**src/rtl/vout_pwm_ramp_if.sv**
```systemverilog
// Bus between the host-side duty register and the PWM output stage.
// The host drives enable/dty; the output stage returns pin-level status.
interface vout_pwm_ramp_if #(
    parameter int WIDTH = 32
);
    logic                    enable;
    logic signed [WIDTH-1:0] dty;
    logic                    dir;
    logic                    pwm;
    logic                    sync;
    logic                    sat;

    modport master (
        output enable, dty,
        input  dir, pwm, sync, sat
    );

    modport slave (
        input  enable, dty,
        output dir, pwm, sync, sat
    );
endinterface

```
**src/rtl/vout_pwm_ramp.sv**
```systemverilog
// Sign/magnitude PWM output with saturation, per-period slew limiting and
// reversal dead time. Duty is sampled only at the period boundary.
module vout_pwm_ramp #(
    parameter int WIDTH     = 32,
    parameter int PERIOD    = 255,
    parameter int CENTER    = 0,
    parameter int RAMP_STEP = 0,
    parameter int DEADTIME  = 0
) (
    input  logic           clk,
    input  logic           reset,
    vout_pwm_ramp_if.slave bus
);

    // state    | meaning
    // ST_START | first clock after reset; the next clock is a boundary
    // ST_UP    | counter rising (the only phase in edge mode)
    // ST_DOWN  | counter falling (center mode only)
    typedef enum logic [1:0] {
        ST_START = 2'd0,
        ST_UP    = 2'd1,
        ST_DOWN  = 2'd2
    } state_t;

    localparam logic [WIDTH-1:0]        PER_W   = WIDTH'(PERIOD);
    localparam logic [WIDTH-1:0]        PER_M1  = WIDTH'(PERIOD - 1);
    localparam logic signed [WIDTH:0]   PER_X   = (WIDTH+1)'(PERIOD);
    localparam logic signed [WIDTH:0]   STEP_X  = (WIDTH+1)'(RAMP_STEP);
    localparam logic [WIDTH-1:0]        DT_LOAD = WIDTH'((DEADTIME > 0) ? DEADTIME - 1 : 0);

    state_t                  state, state_nxt;
    logic [WIDTH-1:0]        cnt, cnt_nxt;
    logic [WIDTH-1:0]        dt_cnt, dt_nxt;
    logic signed [WIDTH-1:0] applied, applied_nxt;
    logic                    dir_q, dir_nxt;
    logic                    pwm_q, pwm_nxt;
    logic                    sync_q, sync_nxt;
    logic                    sat_q, sat_nxt;

    logic                    boundary;
    logic                    force_low;
    logic                    sat_smp;
    logic                    hit;
    logic signed [WIDTH:0]   dty_x, target_x, applied_x, diff_x, slewed_x;
    logic [WIDTH-1:0]        mag;

    always_ff @(posedge clk or posedge reset) begin
        if (reset) begin
            state   <= ST_START;
            cnt     <= '0;
            dt_cnt  <= '0;
            applied <= '0;
            dir_q   <= 1'b0;
            pwm_q   <= 1'b0;
            sync_q  <= 1'b0;
            sat_q   <= 1'b0;
        end else begin
            state   <= state_nxt;
            cnt     <= cnt_nxt;
            dt_cnt  <= dt_nxt;
            applied <= applied_nxt;
            dir_q   <= dir_nxt;
            pwm_q   <= pwm_nxt;
            sync_q  <= sync_nxt;
            sat_q   <= sat_nxt;
        end
    end

    always_comb begin
        state_nxt   = state;
        cnt_nxt     = cnt;
        boundary    = 1'b0;
        applied_nxt = applied;
        dir_nxt     = dir_q;
        sat_nxt     = sat_q;
        dt_nxt      = dt_cnt;
        force_low   = 1'b0;
        sat_smp     = 1'b0;
        hit         = 1'b0;

        case (state)
            ST_START: begin
                state_nxt = ST_UP;
                cnt_nxt   = '0;
                boundary  = 1'b1;
            end
            ST_UP: begin
                if (cnt == PER_M1) begin
                    if (CENTER != 0) begin
                        state_nxt = ST_DOWN;
                    end else begin
                        cnt_nxt  = '0;
                        boundary = 1'b1;
                    end
                end else begin
                    cnt_nxt = cnt + WIDTH'(1);
                end
            end
            ST_DOWN: begin
                if (cnt == '0) begin
                    state_nxt = ST_UP;
                    boundary  = 1'b1;
                end else begin
                    cnt_nxt = cnt - WIDTH'(1);
                end
            end
            default: begin
                state_nxt = ST_START;
                cnt_nxt   = '0;
            end
        endcase

        // One extra bit keeps -2^(WIDTH-1) and target-applied from overflowing.
        dty_x    = {bus.dty[WIDTH-1], bus.dty};
        target_x = dty_x;
        if (dty_x > PER_X) begin
            target_x = PER_X;
            sat_smp  = 1'b1;
        end else if (dty_x < -PER_X) begin
            target_x = -PER_X;
            sat_smp  = 1'b1;
        end

        applied_x = {applied[WIDTH-1], applied};
        diff_x    = target_x - applied_x;
        if (RAMP_STEP == 0)
            slewed_x = target_x;
        else if (diff_x > STEP_X)
            slewed_x = applied_x + STEP_X;
        else if (diff_x < -STEP_X)
            slewed_x = applied_x - STEP_X;
        else
            slewed_x = target_x;

        if (!bus.enable) begin
            applied_nxt = '0;
            dir_nxt     = 1'b0;
            sat_nxt     = 1'b0;
            dt_nxt      = '0;
            force_low   = 1'b1;
        end else if (boundary) begin
            applied_nxt = slewed_x[WIDTH-1:0];
            sat_nxt     = sat_smp;
            dir_nxt     = !slewed_x[WIDTH] && (slewed_x != '0);
            dt_nxt      = '0;
            if ((DEADTIME > 0) && (dir_nxt != dir_q)) begin
                dt_nxt    = DT_LOAD;
                force_low = 1'b1;
            end
        end else if (dt_cnt != '0) begin
            dt_nxt    = dt_cnt - WIDTH'(1);
            force_low = 1'b1;
        end

        mag = applied_nxt[WIDTH-1] ? $unsigned(-applied_nxt) : $unsigned(applied_nxt);
        if (CENTER != 0)
            hit = (cnt_nxt >= PER_W - mag);
        else
            hit = (cnt_nxt < mag);

        pwm_nxt  = hit && !force_low;
        sync_nxt = boundary;
    end

    assign bus.dir  = dir_q;
    assign bus.pwm  = pwm_q;
    assign bus.sync = sync_q;
    assign bus.sat  = sat_q;

endmodule

```
**src/flat_wrapper.sv**
```systemverilog
// flat-port wrapper written by rule: the top's interface ports become plain ports
module vout_pwm_ramp_flat 
#(
    parameter int WIDTH     = 32,
    parameter int PERIOD    = 255,
    parameter int CENTER    = 0,
    parameter int RAMP_STEP = 0,
    parameter int DEADTIME  = 0
)
  (clk, reset, bus_enable, bus_dty, bus_dir, bus_pwm, bus_sync, bus_sat);
  vout_pwm_ramp_if #(.WIDTH(WIDTH)) bus_i ();
  input  logic clk;
  input  logic reset;
  input wire logic [$bits(bus_i.enable)-1:0] bus_enable;
  input wire logic [$bits(bus_i.dty)-1:0] bus_dty;
  output wire logic [$bits(bus_i.dir)-1:0] bus_dir;
  output wire logic [$bits(bus_i.pwm)-1:0] bus_pwm;
  output wire logic [$bits(bus_i.sync)-1:0] bus_sync;
  output wire logic [$bits(bus_i.sat)-1:0] bus_sat;
  assign bus_i.enable = bus_enable;
  assign bus_i.dty = bus_dty;
  assign bus_dir = bus_i.dir;
  assign bus_pwm = bus_i.pwm;
  assign bus_sync = bus_i.sync;
  assign bus_sat = bus_i.sat;
  vout_pwm_ramp #(.WIDTH(WIDTH), .PERIOD(PERIOD), .CENTER(CENTER), .RAMP_STEP(RAMP_STEP), .DEADTIME(DEADTIME)) u_core (.clk(clk), .reset(reset), .bus(bus_i));
endmodule
```
**config.mk**
```make
export PLATFORM = sky130hd
export DESIGN_NAME = vout_pwm_ramp_flat
export DESIGN_NICKNAME = d
export VERILOG_FILES = /design/src/rtl/vout_pwm_ramp_if.sv /design/src/rtl/vout_pwm_ramp.sv /design/src/flat_wrapper.sv
export SDC_FILE = /design/constraint.sdc
export NUM_CORES = 1
export LEC_CHECK = 0
export BUFFER_PORTS_ARGS = -buffer_cell sky130_fd_sc_hd__buf_2
export CAP_MARGIN = 20
export CORE_ASPECT_RATIO = 1.5
export CORE_MARGIN = 2
export CORE_UTILIZATION = 39
export CTS_BUF_LIST = sky130_fd_sc_hd__clkbuf_2
export DETAILED_ROUTE_END_ITERATION = 12
export PLACE_DENSITY = 0.56
export SYNTH_ARGS = -nofsm -noshare
export SYNTH_HDL_FRONTEND = slang
export SYNTH_SLANG_ARGS = --single-unit
export TNS_END_PERCENT = 100
```
**constraint.sdc**
```tcl
create_clock -name clk -period 4.9 [get_ports clk]
set_clock_uncertainty 0.2 [all_clocks]
set_input_delay 0.49 -clock clk [delete_from_list [all_inputs] [get_ports clk]]
set_output_delay 0.49 -clock clk [all_outputs]
set_load 0.01 [all_outputs]
```
==> summary.md <==
| Metric | Value |
|---|---|
| Status | `complete, no violations` |
| Placed insts | `roughly 1000` |
| Area of the multi-input gates | `3949 sq um` |
| Share of the synthesized area in the top cell type | `39.06%` |
| CP Capture Point | `u_core.bus.pwm` |
| Warnings from Yosys | `0` |
| Core ar. | `16190 sq um` |
| Via Count | `5936` |
| DRT iter0 DRCs | `just under 300` |
| Clock Path Buffers | `2` |
| Global-route wire length before repair | `30.38 mm` |
| Crit path capture type | `flip-flop` |
| CTS root buffer | `clkbuf_2` |
| CP peak stage delay | `0.51 ns` |
| Vias in the first global route | `around 6000` |
| Critical path's top delay family | `simple AND/OR/NAND/NOR gates` |
| Max Freq | `208.8 MHz` |
| GRT Total Usage | `22.33%` |
| Final Worst Setup Slack | `0.1112 ns` |
| Wire length on met1 | `7.525 mm` |
| DP Area | `7641 sq um` |
| Relative slew slack | `46.99%` |
| R2R cell count | `20` |
| Hold_sp | `bus_dty[3]` |
| CTS tree | `yes` |
| MaxCap Viol Count | `0` |
| R2R Path End | `u_core.bus.pwm` |
| Crit start category | `input pin` |
| Worst Hold Class | `in2reg` |
| Worst path depth | `22` |
| Setup violators final | `0` |
| Grt ovf | `0` |
| EDFF count, synth | `0` |
| Fillers | `approximately 1500` |
| Power per cell area | `323.8 nW/um^2` |
| Async SR Flop Fraction | `100.0%` |
| Final Instance Area | `8233 sq um` |
| DIE AREA | `about 18000 sq um` |
| Clk_lat worst skew | `0.63 ns` |
| Layout cells sized above 1 | `approximately 27%` |
| Top_reg_cell synth | `dfrtp_1` |
| Worst Path Buf+Inv | `4` |
| Worst Path Max Fanout | `9` |
| Drt total wl | `18.97 mm` |
| Mean post-synth cell area | `approximately 9.0 sq um` |
| Worst-path cell chain | `dlygate4sd3_1, buf_2, nand4_1, nor2_2, nand3_1, ha_4, buf_4, o31a_1, a21oi_1, nand2b_4, ha_2, o311ai_4, nor4_4, buf_6, a41o_1, xor2_1, ha_1, nand4_1, nor4_4, nand2_1, or4_1, o311a_1` |
| Met3 Wirelength | `504 um` |
| Crit Path Class | `in2reg` |
| Total CTS buffers | `9` |
| Port Buffer Count | `38` |
| Max Slew Vio Count | `0` |
| Critical path's slowest cell | `dlygate4sd3_1` |
| Largest net degree at the start of global routing | `61` |
| Syn Nets | `790` |
| Synth-to-layout area growth | `27.22%` |
| Netlist Area Pre-Place | `6471 sq um` |
| Worst ir drop on vdd | `between 0.2 and 0.3 mV` |
| Synth area leaders | `dfrtp_1 39%, ha_1 7.0%, nor2_1 6.8%` |
| # DRC | `0` |
| Most frequent cells in the layout | `118 x buf_4, 116 x nor2_1, 101 x dfrtp_1, 46 x nand2_1, 46 x xnor2_1` |
| Critical Path RT | `between 5 and 6 ns` |
| H-tree depth | `3` |
| Starting density of the core | `39.97%` |
| Most common cell after layout, fill and taps aside | `buf_4` |
| Clock slew at reported path FFs | `0.31 ns` |
| Wire length per cell | `17.49 um` |
| DRT Pass-1 Iters | `5` |
| Post-DRT Antenna Nets | `0` |
| DR vias/cell | `around 5.5` |
| RD Place Congestion | `about 0.92` |
| Final Cycle Share | `97.73%` |
| Worst-Margin Slew | `0.7951 ns` |
| Seq cells post-synth | `101` |
| Cell Count, Final, Fillers Out | `approximately 1100` |
| Power, Total | `0.002666 W` |
| Mapped Cells | `719` |
| Register area | `2527 sq um` |
| Hold Slack | `0.07533 ns` |
| Hold Fails Final Rpt | `0` |
| Yosys top cell by area | `dfrtp_1` |
| Leak | `3.784 nW` |
| Die Wd | `109.2 um` |
| Clk sinks | `101` |
| Hold-critical path depth | `4` |
| Layout net count | `944` |
| I/O pins | `39` |
| Arr. time, crit path | `5.14 ns` |
| Cell variety after synth | `66` |
| Seq/Total Area, Yosys | `about two fifths` |
| Row count | `57` |
| Pre-CTS setup slack | `-0.6131 ns` |
| Met2 WL | `10.23 mm` |
| Critical Path Source | `bus_dty[16]` |
| DP HPWL | `14.78 mm` |
| Max layer used | `met4` |
| Post-route minimum period | `4.789 ns` |
| R2r setup slk | `0.14 ns` |
| Die Ht | `approximately 160 um` |
| RSZ-0062 raised after global routing | `true` |
| Worst r2r src | `u_core.cnt[0]` |
| Initial antenna violation count | `1` |
metal layers:
metal,track usage (%),up-vias
met5,0,-
met2,41.47,115
met4,10.18,0
met1,24.87,2895
li1,-,2886
met3,2.608,40
Yosys cell counts (all sizes together) (2+ instances only):
cell	n
o21ai	32
o31ai	5
a41oi	2
nand4	22
and2	6
nor4	21
a211oi	2
a221o	2
o211ai	3
inv	24
o32ai	10
buf	13
clkinv	3
ha	36
o311ai	3
dfrtp	101
nand2b	6
a31oi	12
nand2	46
clkbuf	15
a21oi	38
or3	14
nor2b	3
nand3	18
and3	7
xnor2	46
o31a	2
xor2	33
or2	3
a311oi	3
nor3	22
or4	8
o41ai	3
nor2	118
a21o	18
and4	5
per-stage QoR:
step | setup TNS (ns) | util, %
after floorplan | 0 | -
after global placement | -0.5073 | 47.20
after detailed placement | -0.6131 | 47.20
after CTS | 0 | 49.31
after global routing | -0.07111 | 50.85
final | 0 | 50.85
tightest hold or removal path, stage by stage:
cell,delay (ns)
buf_2,0.12
nand2_1,0.05
a21oi_1,0.08
a21o_1,0.18
report_power, final:
| part | total [W] | internal, W | switching, W | leakage [nW] |
|---|---|---|---|---|
| clock network | 0.000475 | 0.000171 | 0.000305 | 0.0801 |
| logic | 0.00119 | 0.000522 | 0.000671 | 2.33 |
| registers | 0.000998 | 0.000923 | 0.0000747 | 1.37 |
timing repair:
| action | in CTS | in global routing |
|---|---|---|
| hold buffers | 5 | 0 |
| gates resized for setup | 15 | 33 |
| pin swaps | 7 | 16 |
| setup endpoints to repair | 1 | 1 |
| hold endpoints to repair | 63 | 0 |
| buffers inserted | 7 | 13 |
final cells by class:
type	count	share of cell area, %
diodes	1	0.03040
clock buffers	9	0.5471
clock inverters	7	1.185
inverters	27	1.292
multi-input cells	563	47.96
flip-flops and latches	101	30.70
well taps	206	3.131
repair buffers	171	15.15
worst min-delay path by stage:
stage,to,slack (ns)
3_5_place_dp,u_core.applied[19],0.30
4_1_cts,u_core.applied[3],0.003
5_1_grt,u_core.applied[3],0.03
3_3_place_gp,u_core.applied[19],0.30
6_report,u_core.applied[3],0.08
2_1_floorplan,u_core.cnt[0],0.26
flip-flops by register name (all words and copies together) (netlist names):
name	flops
u_core.applied	32
u_core.cnt	32
u_core.bus.dir	1
u_core.state	1
u_core.dt_cnt	32
u_core.bus.pwm	1
u_core.bus.sync	1
u_core.bus.sat	1
cells by family after synthesis:
logic type                 count (synthesis)  share of synthesized area [%]
other                                      1                        0.05795
xor gates and xnor gates                  79                          10.69
and+or+nand+nor                          304                          24.13
AOI/OAI and AO/OA                        143                          15.55
adders and majority gates                 36                          6.961
buffers and inverters                     55                          3.558
DFF                                      101                          39.06
No activity file was read; power rests on OpenSTA's default activity.
